===== src/rtl/usrt_pkg.sv =====
// usrt_pkg: shared USRT types, sizes and parity encoding for the receiver and transmitter.
package usrt_pkg;
   typedef enum logic [2:0] {IDLE, START, DATA, PARITY, STOP, WAIT_HIGH} state_e;
   localparam int DATA_BITS = 8;
   localparam int BAUD_W = 14;
   localparam logic PAR_EVEN = 1'b0;
   localparam logic PAR_ODD = 1'b1;
   function automatic logic parity_err(input logic [DATA_BITS-1:0] data, input logic pbit, input logic mode);
      return (^data ^ pbit) != mode;
   endfunction
endpackage


===== src/rtl/usrt_sync.sv =====
// usrt_sync: two-flop synchroniser for an asynchronous input with a selectable reset value.
module usrt_sync #(
   parameter logic RST_VAL = 1'b1
) (
   input  logic clk_i,
   input  logic rst_ni,
   input  logic d_i,
   output logic q_o
);
   logic meta_q;
   always_ff @(posedge clk_i or negedge rst_ni) begin
      if (!rst_ni) begin
         meta_q <= RST_VAL;
         q_o <= RST_VAL;
      end else begin
         meta_q <= d_i;
         q_o <= meta_q;
      end
   end
endmodule


===== src/rtl/usrt_rx.sv =====
// usrt_rx: USRT serial receiver, 1 start / 8 data LSB first / parity / 1 stop,
// mid-bit sampling from a clocks-per-bit divisor latched at frame start.
module usrt_rx #(
   parameter int DATA_BITS = usrt_pkg::DATA_BITS,
   parameter int BAUD_W = usrt_pkg::BAUD_W
) (
   input  logic                 i_Pclk,
   input  logic                 i_Reset_n,
   input  logic [BAUD_W-1:0]    i_Baud,
   input  logic                 i_Parity,
   input  logic                 i_Rx,
   output logic [DATA_BITS-1:0] o_Data,
   output logic                 o_Valid,
   output logic                 o_ParityErr,
   output logic                 o_FrameErr,
   output logic                 o_Busy
);
   import usrt_pkg::*;
   localparam int IDX_W = $clog2(DATA_BITS);
   logic rx_s;
   state_e state_q;
   logic [BAUD_W-1:0] cnt_q, baud_q;
   logic [IDX_W-1:0] idx_q;
   logic [DATA_BITS-1:0] shift_q;
   logic par_q, pbit_q, expire;
   usrt_sync #(.RST_VAL(1'b1)) u_sync (
      .clk_i (i_Pclk),
      .rst_ni(i_Reset_n),
      .d_i   (i_Rx),
      .q_o   (rx_s)
   );
   assign expire = cnt_q == '0;
   always_ff @(posedge i_Pclk or negedge i_Reset_n) begin
      if (!i_Reset_n) begin
         state_q <= IDLE;
         cnt_q <= '0;
         baud_q <= '0;
         idx_q <= '0;
         shift_q <= '0;
         par_q <= 1'b0;
         pbit_q <= 1'b0;
         o_Data <= '0;
         o_Valid <= 1'b0;
         o_ParityErr <= 1'b0;
         o_FrameErr <= 1'b0;
         o_Busy <= 1'b0;
      end else begin
         o_Valid <= 1'b0;
         // every bit-timing state counts down and reloads a full bit period on expiry
         if (state_q != IDLE && state_q != WAIT_HIGH)
            cnt_q <= expire ? baud_q - 1'b1 : cnt_q - 1'b1;
         case (state_q)
            IDLE: if (!rx_s) begin
               cnt_q <= (i_Baud >> 1) - 1'b1;
               baud_q <= i_Baud;
               par_q <= i_Parity;
               o_Busy <= 1'b1;
               state_q <= START;
            end
            START: if (expire) begin
               if (rx_s) begin
                  o_Busy <= 1'b0;
                  state_q <= IDLE;
               end else begin
                  idx_q <= '0;
                  state_q <= DATA;
               end
            end
            DATA: if (expire) begin
               shift_q[idx_q] <= rx_s;
               idx_q <= idx_q + 1'b1;
               if (idx_q == IDX_W'(DATA_BITS - 1)) state_q <= PARITY;
            end
            PARITY: if (expire) begin
               pbit_q <= rx_s;
               state_q <= STOP;
            end
            STOP: if (expire) begin
               o_Data <= shift_q;
               o_Valid <= 1'b1;
               o_ParityErr <= parity_err(shift_q, pbit_q, par_q);
               o_FrameErr <= !rx_s;
               o_Busy <= !rx_s;
               state_q <= rx_s ? IDLE : WAIT_HIGH;
            end
            WAIT_HIGH: if (rx_s) begin
               o_Busy <= 1'b0;
               state_q <= IDLE;
            end
            default: begin
               o_Busy <= 1'b0;
               state_q <= IDLE;
            end
         endcase
      end
   end
endmodule

===== config.mk =====
export PLATFORM = sky130hd
export DESIGN_NAME = usrt_rx
export DESIGN_NICKNAME = d
export VERILOG_FILES = /design/src/rtl/usrt_pkg.sv /design/src/rtl/usrt_sync.sv /design/src/rtl/usrt_rx.sv
export SDC_FILE = /design/constraint.sdc
export NUM_CORES = 1
export LEC_CHECK = 0
export ABC_AREA = 0
export CAP_MARGIN = 20
export CORE_ASPECT_RATIO = 0.6
export CORE_MARGIN = 2
export CORE_UTILIZATION = 57
export CTS_CLUSTER_SIZE = 8
export DETAILED_ROUTE_END_ITERATION = 16
export PLACE_DENSITY = 0.79
export SETUP_SLACK_MARGIN = 0.5
export SLEW_MARGIN = 20
export SYNTH_ARGS = -nofsm -noshare
export SYNTH_HDL_FRONTEND = slang
export SYNTH_HIERARCHICAL = 1
export SYNTH_SLANG_ARGS = --single-unit
export TNS_END_PERCENT = 1

===== constraint.sdc =====
create_clock -name i_Pclk -period 3.61 [get_ports i_Pclk]
set_input_delay 0.361 -clock i_Pclk [delete_from_list [all_inputs] [get_ports i_Pclk]]
set_output_delay 0.361 -clock i_Pclk [all_outputs]
set_load 0.01 [all_outputs]

* Yosys cells after proc, flatten, opt, wreduce, memory -nomap -nowiden
Index checks and enable logic that the tools add are counted.
Cells by class: reductions and logical operators 16, bitwise logic cells 3, $mul 0, $add $sub $neg 4, eq/ne operators 16, $lt $le $gt $ge 2, shift operators 0, mux-type cells 28, divide/modulo/power cells 0
Operators by type and width (number):
- 14-bit 2-to-1 mux | 4
- 3-bit 2-to-1 mux | 11
- 14-bit by 1-bit subtractor with 14-bit output (second input constant) | 2
- 3-bit case mux with 6 select lines | 1
- 14-bit logical NOT | 1
- 2-bit != test (second input constant) | 7
- 13-bit by 1-bit subtractor with 14-bit output (second input constant) | 1
- 3-bit equality test (second input constant) | 3
- 8-bit bitwise mux | 1
- 2-bit AND reduction | 4
- 4-bit AND reduction | 2
- 8-bit XOR reduction | 1
- 1-bit 2-to-1 mux | 7
- 7-bit AND reduction | 1
- 3-bit by 2-bit equality test with 1-bit output (second input constant) | 2
- 3-bit case mux with 2 select lines | 1
- 1-bit case mux with 5 select lines | 1
- 3-bit by 4-bit less-than comparator with 1-bit output (second input constant) | 1
- 3-bit by 1-bit adder with 3-bit output (second input constant) | 1
- 1-bit demux with 3-bit select | 1
- 3-bit by 1-bit equality test with 1-bit output (second input constant) | 1
- 3-bit by 1-bit >= comparator with 1-bit output (second input constant) | 1
- 3-bit logical NOT | 1
- 3-bit != test (second input constant) | 1
- other kinds (10) | 12
Word-level totals: ROM bits 0, memories 0, input bits 18, output and inout bits 12, RAM bits 0, latch bits 0, word-level logic and storage cells 83, flip-flop bits (word level) 58

* Logic depth before layout (Yosys ltp)
Gate-level depths: netlist of the first run.
depth after elaboration 5, mapped depth 9, depth with buffers taken out 8

* By module
Netlist of the first run, hierarchy kept.
Modules (own cells, without submodules):
- usrt_rx | instances 1, area an instance 3189.3 um^2, cells an instance 339, sequential area each 1401.3 um^2
- usrt_sync | instances 1, area an instance 52.6 um^2, cells an instance 2, sequential area each 52.6 um^2

* Worst setup path before layout of the first run
OpenSTA, ideal clock, no wires.
path kind register to register, start point register cnt_q[9], end point register cnt_q[6], buffers on the path 1, stages on the path, launching flop included 10, library setup time 126 ps, arrival time 2622 ps, clock period less this slack 2748 ps, required time 3484 ps, slack 862 ps, cell sequence dfrtp_1 -> or4_4 -> nor4_4 -> clkbuf_1 -> a21oi_1 -> ha_1 -> o2111ai_1 -> nor2b_1 -> xnor2_1 -> a221o_1
Between the ends: longest elaborated chain between the ends 5
Ends and longest elaborated chain:
- from (decl) | line usrt_rx.sv:22 | logic [BAUD_W-1:0] cnt_q, baud_q;
- from (signal assigned) | line usrt_rx.sv:51 | cnt_q <= expire ? baud_q - 1'b1 : cnt_q - 1'b1;
- from (signal assigned) | line usrt_rx.sv:54 | cnt_q <= (i_Baud >> 1) - 1'b1;
- 14-bit logical NOT * | line usrt_rx.sv:32 | assign expire = cnt_q == '0;
- 14-bit 2-to-1 mux * | line usrt_rx.sv:51
- 14-bit 2-to-1 mux * | line usrt_rx.sv:50 | if (state_q != IDLE && state_q != WAIT_HIGH)
- 14-bit 2-to-1 mux | line usrt_rx.sv:53 | IDLE: if (!rx_s) begin
- 14-bit 2-to-1 mux * | line usrt_rx.sv:52 | case (state_q)
Mark *: on every way between the ends. The rest lies on a longest branch, timed or not. A chain may end at the register's enable or synchronous reset.

* Final worst setup path of the first run
start point register cnt_q[9], end point register shift_q[4]
Between the ends: longest elaborated chain between the ends 2
Ends and longest elaborated chain:
- 14-bit logical NOT | line usrt_rx.sv:32
- 2-bit AND reduction (no line)
- to (signal, indexed assignment) | line usrt_rx.sv:70 | shift_q[idx_q] <= rx_s;
- to (decl) | line usrt_rx.sv:24 | logic [DATA_BITS-1:0] shift_q;
Every way passes these cells.

==> results.sh, run 1 <==
export IMPL_status="finished, final reports clean"
export IMPL_syn_avg_cell_area_um2=9.51
export IMPL_hold_violations=0
export IMPL_slew_viol_final=0
export IMPL_reg2reg_depth=7
export IMPL_syn_inst=341
export IMPL_maxCapViolations=0
export IMPL_route_detailed_wl_per_inst_um=16.5
export IMPL_rows=21
export IMPL_grt_max_degree=32
export IMPL_synth_edf_count=0
export IMPL_crit_chain="or4_4, nor4_4, buf_4, nand2_1, or3_1, nor2_1, mux2_1"
export IMPL_arrival_ns=3.20
export IMPL_via_per_inst=6.01
export IMPL_worst_r2r_startpoint="cnt_q[9]"
export IMPL_register_area_um2=1450
export IMPL_grt_pass1_vias=2544
export IMPL_fin_crit_ns=2.98
export IMPL_ir_drop_mv=0.305
export IMPL_setup_tns_final_ns=0
export IMPL_gp_congestion=0.891
export IMPL_hpwl_mm=5.32
export IMPL_path_class="reg2reg"
export IMPL_antenna_cells=0
export IMPL_multi_input_area_um2=1710
export IMPL_first_pass_iters=5
export IMPL_synth_flop_cell="dfrtp_1"
export IMPL_synth_seq_cells=58
export IMPL_crit_end="shift_q[4]"
export IMPL_ctsRootBufferMaster="clkbuf_8"
export IMPL_endpoint_kind="flop"
export IMPL_post_cts_buffers=0
export IMPL_finalSetupViolations=0
export IMPL_die_x_um=101
export IMPL_clock_sinks=58
export IMPL_yosysSeqAreaShare_pct=44.8
export IMPL_syn_num_nets=363
export IMPL_cp_required_ns=3.83
export IMPL_fin_skew_ns=0.00820
export IMPL_r2r_end="shift_q[4]"
export IMPL_hp_class="in2async"
export IMPL_final_cell_mix="65 x nand2_1, 56 x dfrtp_1, 28 x clkdlybuf4s50_1"
export IMPL_final_common_cell="nand2_1"
export IMPL_routed_wl_mm=7.54
export IMPL_grt_ovfl_total=0
export IMPL_cts_resized=0
export IMPL_synthDistinctLibCells=58
export IMPL_track_usage_pct=26.1
export IMPL_hold_ws_ns=0.0712
export IMPL_die_area_um2=6330
export IMPL_drt_initial_drc_count=300
export IMPL_p_leak_nw=1.63
export IMPL_clockBufferDepth=2
export IMPL_clock_fmax_mhz=335
export IMPL_cpPeakStageDelay_ns=0.61
export IMPL_async_flop_share_pct=100
export IMPL_rsz0062_at_grt="false"
export IMPL_p_per_area_nw_per_um2=500
export IMPL_htree_num_levels=3
export IMPL_final_period_utilization_pct=82.7
export IMPL_synthToLayoutAreaGrowth_pct=17.4
export IMPL_maxSlewHeadroom_pct=41.7
export IMPL_r2r_slack_ns=0.63
export IMPL_insertion_delay_ns=0.34
export IMPL_clkTransAtPathRegs_ns=0.07
export IMPL_die_h_um=62.4
export IMPL_drc_errors=0
export IMPL_drive_gt1_share_pct=13.0
export IMPL_core_area_um2=5540
export IMPL_io_buffers=29
export IMPL_crit_fanout=19
export IMPL_start_kind="flop"
export IMPL_cts_tree="yes"
export IMPL_cts_made_buffers=9
export IMPL_fill_cells=420
export IMPL_pin_count=30
export IMPL_hold_buffers=0
export IMPL_antenna_found_initial=0
export IMPL_cp_slowest_cell="or4_4"
export IMPL_grt_pass1_wl_mm=12.6
export IMPL_vias=2742
export IMPL_mappedNetlistArea_um2=3240
export IMPL_ys_warn_count=6
export IMPL_tightestPinTransition_ns=0.863
export IMPL_start_util_pct=58.5
export IMPL_detail_route_antenna_nets=0
export IMPL_critPathLaunch="cnt_q[9]"
export IMPL_nets=393
synth_stat cells (all sizes together) (3+ instances only):
cell type	count	share of area, %
nand2	66	7.7
dfrtp	56	43
nor2	26	3.0
a21oi	21	3.2
mux2	18	6.8
xnor2	17	4.6
o21ai	16	2.5
clkbuf	12	1.4
nor3	11	2.5
xor2	11	3.0
nor4	10	2.4
inv	5	0.58
o22ai	5	0.96
a31oi	4	0.77
ha	4	1.5
o21a	4	0.93
or3	4	0.77
or4	4	1.2
a22oi	3	0.69
buf	3	0.66
nand3	3	0.46
nor3b	3	0.69
o211ai	3	0.69
worst max-delay path: cells and delay by family (launching register included):
family                 cells  cell delay (ns)
buffers and inverters      1             0.30
flip-flops                 1             0.45
AND/OR/NAND/NOR            5             1.77
multiplexers               1             0.34
through the flow:
step                      setup WS [ns]  utilization (%)  cells  cell area (µm²)  total power, mW
after global placement            0.800             65.0    440             3600             1.26
final                             0.626             68.7    456             3810             1.90
after floorplan                   0.862                -    341             3240             1.15
after detailed placement          0.724             65.0    440             3600             1.28
after global routing              0.541             68.7    456             3810             2.00
after CTS                         0.658             68.7    456             3810             1.90
worst min-delay path by stage:
stage	startpoint	to	slack (ns)	cells past startpoint
global placement	u_sync/meta_q	u_sync/q_o	0.35	0
finish	i_Reset_n	cnt_q[8]	0.07	1
CTS	i_Reset_n	shift_q[7]	0.09	1
floorplan	i_Reset_n	baud_q[0]	0.07	0
detailed placement	u_sync/meta_q	u_sync/q_o	0.35	0
global route	i_Reset_n	o_Data[1]	0.12	1
logic make-up (layout without fill, tap and decap cells):
logic type	after synthesis	in the layout	synth area share [%]
compound gates	73	73	14.7
flops	58	58	44.8
mux	20	20	7.45
simple gates	138	138	21.3
buf+inv	20	55	2.62
fa+ha+maj	4	4	1.54
xor+xnor	28	28	7.56
flip-flops by register name (all words and copies together) (netlist names):
register,count
shift_q,8
o_Busy,1
state_q,3
o_Data,8
u_sync/q_o,1
baud_q,14
o_FrameErr,1
cnt_q,14
o_ParityErr,1
pbit_q,1
idx_q,3
par_q,1
o_Valid,1
u_sync/meta_q,1
metal layers:
| layer | vias up | share of wire (%) | GRT usage (%) |
|---|---|---|---|
| li1 | 1290 | - | - |
| met1 | 1331 | 49 | 41.4 |
| met2 | 110 | 42 | 33.8 |
| met3 | 11 | 7.9 | 7.05 |
| met4 | 0 | 1.4 | 9.29 |
| met5 | - | 0 | 0 |
cell type report:
class                           count  area share [%]
Timing Repair Buffer               34            8.48
Inverter                            5           0.493
Clock buffer                       11            3.98
Multi-Input combinational cell    263            44.9
Clock inverter                      5            1.38
Tap cell                           80            2.63
Sequential cell                    58            38.2
report_power, final:
group	leakage, nW	total [mW]	switching (mW)	internal (mW)
registers	0.728	0.868	0.133	0.735
logic	0.795	0.422	0.231	0.191
clock network	0.105	0.613	0.260	0.352
total	1.63	1.90	0.625	1.28
No activity file was read; power rests on OpenSTA's default activity.
==> run 2: changes to the inputs <==
==> constraint.sdc (replaced) <==
create_clock -name i_Pclk -period 2.8 [get_ports i_Pclk]
set_input_delay 0.28 -clock i_Pclk [delete_from_list [all_inputs] [get_ports i_Pclk]]
set_output_delay 0.28 -clock i_Pclk [all_outputs]
set_load 0.01 [all_outputs]
==> results.sh, run 2 (same netlist as run 1, synthesis figures left out) <==
export IMPL_finalSetupViolations=0
export IMPL_status="finished, final reports clean"
export IMPL_p_clk_share_pct=33.0
export IMPL_drc_errors=0
export IMPL_final_common_cell="nand2_1"
export IMPL_antenna_cells=0
export IMPL_finalPower_mw=2.61
export IMPL_final_period_utilization_pct=88.9
export IMPL_wl_met1_mm=3.84
export IMPL_final_cell_mix="65 x nand2_1, 56 x dfrtp_1, 28 x clkdlybuf4s50_1"
export IMPL_die_x_um=101
export IMPL_grt_ovfl_total=0
export IMPL_p_int_mw=1.78
export IMPL_hp_class="in2async"
export IMPL_detail_route_antenna_nets=0
export IMPL_pwr_share_comb_pct=25.0
export IMPL_grt_pass1_wl_mm=13.3
export IMPL_maxSlewHeadroom_pct=33.9
export IMPL_vias=2785
export IMPL_fin_skew_ns=0.00792
export IMPL_gp_congestion=1.01
export IMPL_cpPeakStageDelay_ns=0.57
export IMPL_clock_fmax_mhz=402
export IMPL_drt_initial_drc_count=269
export IMPL_drive_gt1_share_pct=17.5
export IMPL_nets=406
export IMPL_grt_max_degree=45
export IMPL_maxCapViolations=0
export IMPL_tightestPinTransition_ns=0.992
export IMPL_topRoutingLayerUsed="met4"
export IMPL_insertion_delay_ns=0.35
export IMPL_hold_violations=0
export IMPL_power_switching_mw=0.837
export IMPL_crit_fanout=4
export IMPL_clock_sinks=58
export IMPL_io_buffers=29
export IMPL_ir_drop_mv=0.301
export IMPL_pin_count=30
export IMPL_hpwl_mm=5.45
export IMPL_antenna_found_initial=0
export IMPL_track_usage_pct=27.8
export IMPL_core_area_um2=5540
export IMPL_cp_required_ns=3.03
export IMPL_slew_viol_final=0
export IMPL_start_kind="flop"
export IMPL_clockBufferDepth=2
export IMPL_wl_met2_mm=3.29
export IMPL_met3_length_um=646
export IMPL_path_class="reg2reg"
export IMPL_cts_made_buffers=9
export IMPL_clkTransAtPathRegs_ns=0.07
export IMPL_p_leak_nw=1.70
export IMPL_grt_pass1_vias=2603
export IMPL_rows=21
export IMPL_crit_chain="or4_4, nor4_4, nand2_1, or3_4, nor2_1, mux2_2"
export IMPL_endpoint_kind="flop"
export IMPL_ctsRootBufferMaster="clkbuf_8"
export IMPL_arrival_ns=2.72
export IMPL_cts_tree="yes"
export IMPL_die_area_um2=6330
export IMPL_p_seq_share_pct=42.0
export IMPL_fill_cells=412
export IMPL_first_pass_iters=5
export IMPL_via_per_inst=5.94
export IMPL_setup_tns_final_ns=0
export IMPL_p_per_area_nw_per_um2=658
export IMPL_synthToLayoutAreaGrowth_pct=22.4
export IMPL_register_area_um2=1450
export IMPL_hold_buffers=0
export IMPL_rsz0062_at_grt="true"
export IMPL_power_share_switching_pct=32.0
export IMPL_cp_slowest_cell="or4_4"
export IMPL_fin_crit_ns=2.49
export IMPL_start_util_pct=58.5
export IMPL_multi_input_area_um2=1750
export IMPL_die_h_um=62.4
export IMPL_top_regs="baud_q (14), cnt_q (14)"
export IMPL_htree_num_levels=3
export IMPL_routed_wl_mm=7.95
export IMPL_route_detailed_wl_per_inst_um=16.9
-- run 2: power groups by stage --
| stage | sequential (mW) | clock (mW) | combinational [mW] |
|---|---|---|---|
| after floorplan | 1.08 | 0 | 0.415 |
| after global placement | 1.11 | 0 | 0.529 |
| after detailed placement | 1.12 | 0 | 0.544 |
| after CTS | 1.09 | 0.873 | 0.644 |
| after global routing | 1.11 | 0.914 | 0.723 |
| final | 1.10 | 0.862 | 0.654 |
-- run 2: routing by layer --
metal	vias to the layer above	track usage (%)
li1	1318	-
met1	1337	42.3
met2	110	37.9
met3	20	7.61
met4	0	10.1
met5	-	0
-- run 2: worst max-delay path, delay by kind of cell (launching register included) --
family           cells  cell delay, ns
multiplexers         1            0.36
AND/OR/NAND/NOR      5            1.62
flip-flops           1            0.40
-- run 2: worst paths after layout --
check	startpoint	slack, ns	depth (start not counted)	to
setup / recovery	cnt_q[2]	0.31	6	shift_q[6]
hold / removal	i_Reset_n	0.1	1	o_Valid
setup reg to reg	cnt_q[2]	0.31	6	shift_q[6]
hold reg to reg	u_sync/meta_q	0.37	0	u_sync/q_o
max in group asynchronous	i_Reset_n	1.96	2	cnt_q[12]
min in group i_Pclk	i_Rx	0.34	1	u_sync/meta_q
-- run 2: stage by stage --
| stage | std cells | worst slack, ns | cell area [µm²] | util [%] | hold WS (ns) |
|---|---|---|---|---|---|
| 6_report | 469 | 0.312 | 3970 | 71.6 | 0.0979 |
| 5_1_grt | 469 | 0.201 | 3970 | 71.6 | 0.169 |
| 4_1_cts | 469 | 0.321 | 3970 | 71.6 | 0.119 |
| 3_5_place_dp | 447 | 0.164 | 3670 | 66.2 | 0.358 |
| 3_3_place_gp | 447 | 0.225 | 3670 | 66.2 | 0.346 |
| 2_1_floorplan | 341 | 0.277 | 3260 | - | -0.0156 |
-- run 2: area by class of cell --
cell class	count	share of cell area [%]
Inverter	5	0.473
Clock inverter	5	1.96
Sequential cell	58	36.6
Multi-Input combinational cell	263	44.2
Tap cell	80	2.52
Timing Repair Buffer	47	10.7
Clock buffer	11	3.56
-- run 2: what timing repair did --
action / CTS / global route
cloned: 0 / 0
endpoints found under the setup margin: 28 / 31
buffers inserted: 6 / 0
resized for setup: 6 / 0
pin swaps: 3 / 1
==> run 3: changes to the inputs <==
--- a/config.mk
+++ b/config.mk
@@ -9,12 +9,12 @@
 export CAP_MARGIN = 20
 export CORE_ASPECT_RATIO = 0.6
 export CORE_MARGIN = 2
-export CORE_UTILIZATION = 57
+export CORE_UTILIZATION = 50
 export CTS_CLUSTER_SIZE = 8
 export DETAILED_ROUTE_END_ITERATION = 16
-export PLACE_DENSITY = 0.79
+export PLACE_DENSITY = 0.71
+export RECOVER_POWER = 50
 export SETUP_SLACK_MARGIN = 0.5
-export SLEW_MARGIN = 20
 export SYNTH_ARGS = -nofsm -noshare
 export SYNTH_HDL_FRONTEND = slang
 export SYNTH_HIERARCHICAL = 1
==> results.sh, run 3 (same netlist as run 1, synthesis figures left out) <==
export IMPL_cp_required_ns=3.03
export IMPL_hpwl_mm=5.71
export IMPL_start_util_pct=52.3
export IMPL_vias=2794
export IMPL_gp_congestion=0.870
export IMPL_placed_cells=454
export IMPL_cts_tree="yes"
export IMPL_slew_viol_final=35
export IMPL_die_h_um=66.4
export IMPL_maxSlewHeadroom_pct=-17.5
export IMPL_clock_sinks=58
export IMPL_cpPeakStageDelay_ns=0.63
export IMPL_met3_length_um=579
export IMPL_clockBufferDepth=2
export IMPL_arrival_ns=2.71
export IMPL_synthToLayoutAreaGrowth_pct=24.2
export IMPL_fin_ws_ns=0.326
export IMPL_layout_cells_non_filler=479
export IMPL_cts_made_buffers=9
export IMPL_wl_met2_mm=3.29
export IMPL_antenna_cells=0
export IMPL_routed_wl_mm=8.08
export IMPL_top_regs="baud_q (14), cnt_q (14)"
export IMPL_fill_cells=535
export IMPL_grt_max_degree=35
export IMPL_pin_count=30
export IMPL_drive_gt1_share_pct=20.3
export IMPL_drt_initial_drc_count=294
export IMPL_final_common_cell="nand2_1"
export IMPL_finalSetupViolations=0
export IMPL_cpLargestDelayFamily="simple AND/OR/NAND/NOR gates"
export IMPL_grt_pass1_wl_mm=13.4
export IMPL_io_buffers=29
export IMPL_clkTransAtPathRegs_ns=0.07
export IMPL_path_class="reg2reg"
export IMPL_hold_violations=0
export IMPL_route_detailed_wl_per_inst_um=16.9
export IMPL_dp_slack_ns=0.135
export IMPL_p_per_area_nw_per_um2=660
export IMPL_rsz0062_at_grt="true"
export IMPL_track_usage_pct=25.0
export IMPL_reg2reg_depth=5
export IMPL_hold_buffers=0
export IMPL_final_cell_mix="65 x nand2_1, 49 x dfrtp_1, 25 x nor2_1"
export IMPL_hp_class="reg2reg"
export IMPL_via_per_inst=5.83
export IMPL_fin_skew_ns=0.00863
export IMPL_nets=412
export IMPL_core_area_um2=6190
export IMPL_first_pass_iters=5
export IMPL_antenna_found_initial=0
export IMPL_crit_chain="or4_4, nor3_4, nand2_2, or3_1, mux2_4"
export IMPL_die_x_um=108
export IMPL_htree_num_levels=3
export IMPL_detail_route_antenna_nets=0
export IMPL_grt_ovfl_total=0
export IMPL_crit_cells=5
export IMPL_cp_slowest_cell="or3_1"
export IMPL_crit_fanout=13
export IMPL_fin_crit_ns=2.47
export IMPL_grt_pass1_vias=2574
export IMPL_hold_ws_ns=0.360
export IMPL_clock_fmax_mhz=404
export IMPL_status="finished, violations left"
export IMPL_ctsRootBufferMaster="clkbuf_8"
export IMPL_cp_num_buf_inv=0
export IMPL_register_area_um2=1460
export IMPL_endpoint_kind="flop"
export IMPL_tightestPinTransition_ns=1.76
export IMPL_setup_tns_final_ns=0
export IMPL_wl_met1_mm=4.10
export IMPL_p_leak_nw=1.73
export IMPL_die_area_um2=7160
export IMPL_finalPower_mw=2.66
export IMPL_topRoutingLayerUsed="met4"
export IMPL_start_kind="flop"
export IMPL_rows=22
export IMPL_multi_input_area_um2=1750
export IMPL_maxCapViolations=1
export IMPL_insertion_delay_ns=0.34
export IMPL_holdPathStages=0
export IMPL_final_period_utilization_pct=88.4
export IMPL_ir_drop_mv=0.294
export IMPL_drc_errors=0
export IMPL_violations="capacitance limit, slew limit"
-- run 3: cell types whose count changed in the layout (fill, tap and decap cells not counted), sizes merged --
| cell | before | now |
|---|---|---|
| clkdlybuf4s50 | 28 | 23 |
| dlygate4sd3 | 0 | 5 |
| buf | 19 | 22 |
| inv | 5 | 7 |
| clkbuf | 11 | 12 |
| clkinv | 2 | 3 |
| clkinvlp | 1 | 0 |
-- run 3: per-stage QoR --
stage | instance area [µm²] | util [%]
after global routing | 4030 | 65.0
after CTS | 4020 | 64.8
final | 4030 | 65.0
after global placement | 3700 | 59.7
after detailed placement | 3700 | 59.7
after floorplan | 3260 | -
-- run 3: timing repair --
action,4_1_cts,5_1_grt
buffers inserted,8,1
pin swaps,4,2
gates resized for setup,9,5
endpoints found under the hold margin,0,0
endpoints found under the setup margin,31,32
-- run 3: path summary, 6_finish.rpt --
check,start,endpoint,slack [ns]
setup / recovery,cnt_q[8],o_Data[6],0.33
hold / removal,u_sync/meta_q,u_sync/q_o,0.36
setup reg to reg,cnt_q[8],o_Data[6],0.33
hold reg to reg,u_sync/meta_q,u_sync/q_o,0.36
max in group asynchronous,i_Reset_n,cnt_q[5],0.85
min in group asynchronous,i_Reset_n,par_q,0.39
-- run 3: cell type report --
type                       count  area share, %
multi-input combinational    263           43.6
sequential                    58           36.3
timing repair buffer          53           11.4
clock inverter                 7           2.49
inverter                       5          0.466
tap                           84           2.61
clock buffer                   9           3.08
-- run 3: metal layers --
metal | track usage [%] | up-vias
li1 | - | 1323
met1 | 39.1 | 1354
met2 | 32.6 | 104
met3 | 7.98 | 13
met4 | 6.09 | 0
met5 | 0 | -
-- run 3: power by group --
part	internal (mW)	switching, mW	leakage, nW	total (mW)
clock	0.508	0.368	0.114	0.876
combinational	0.324	0.355	0.899	0.679
sequential	0.956	0.146	0.721	1.10
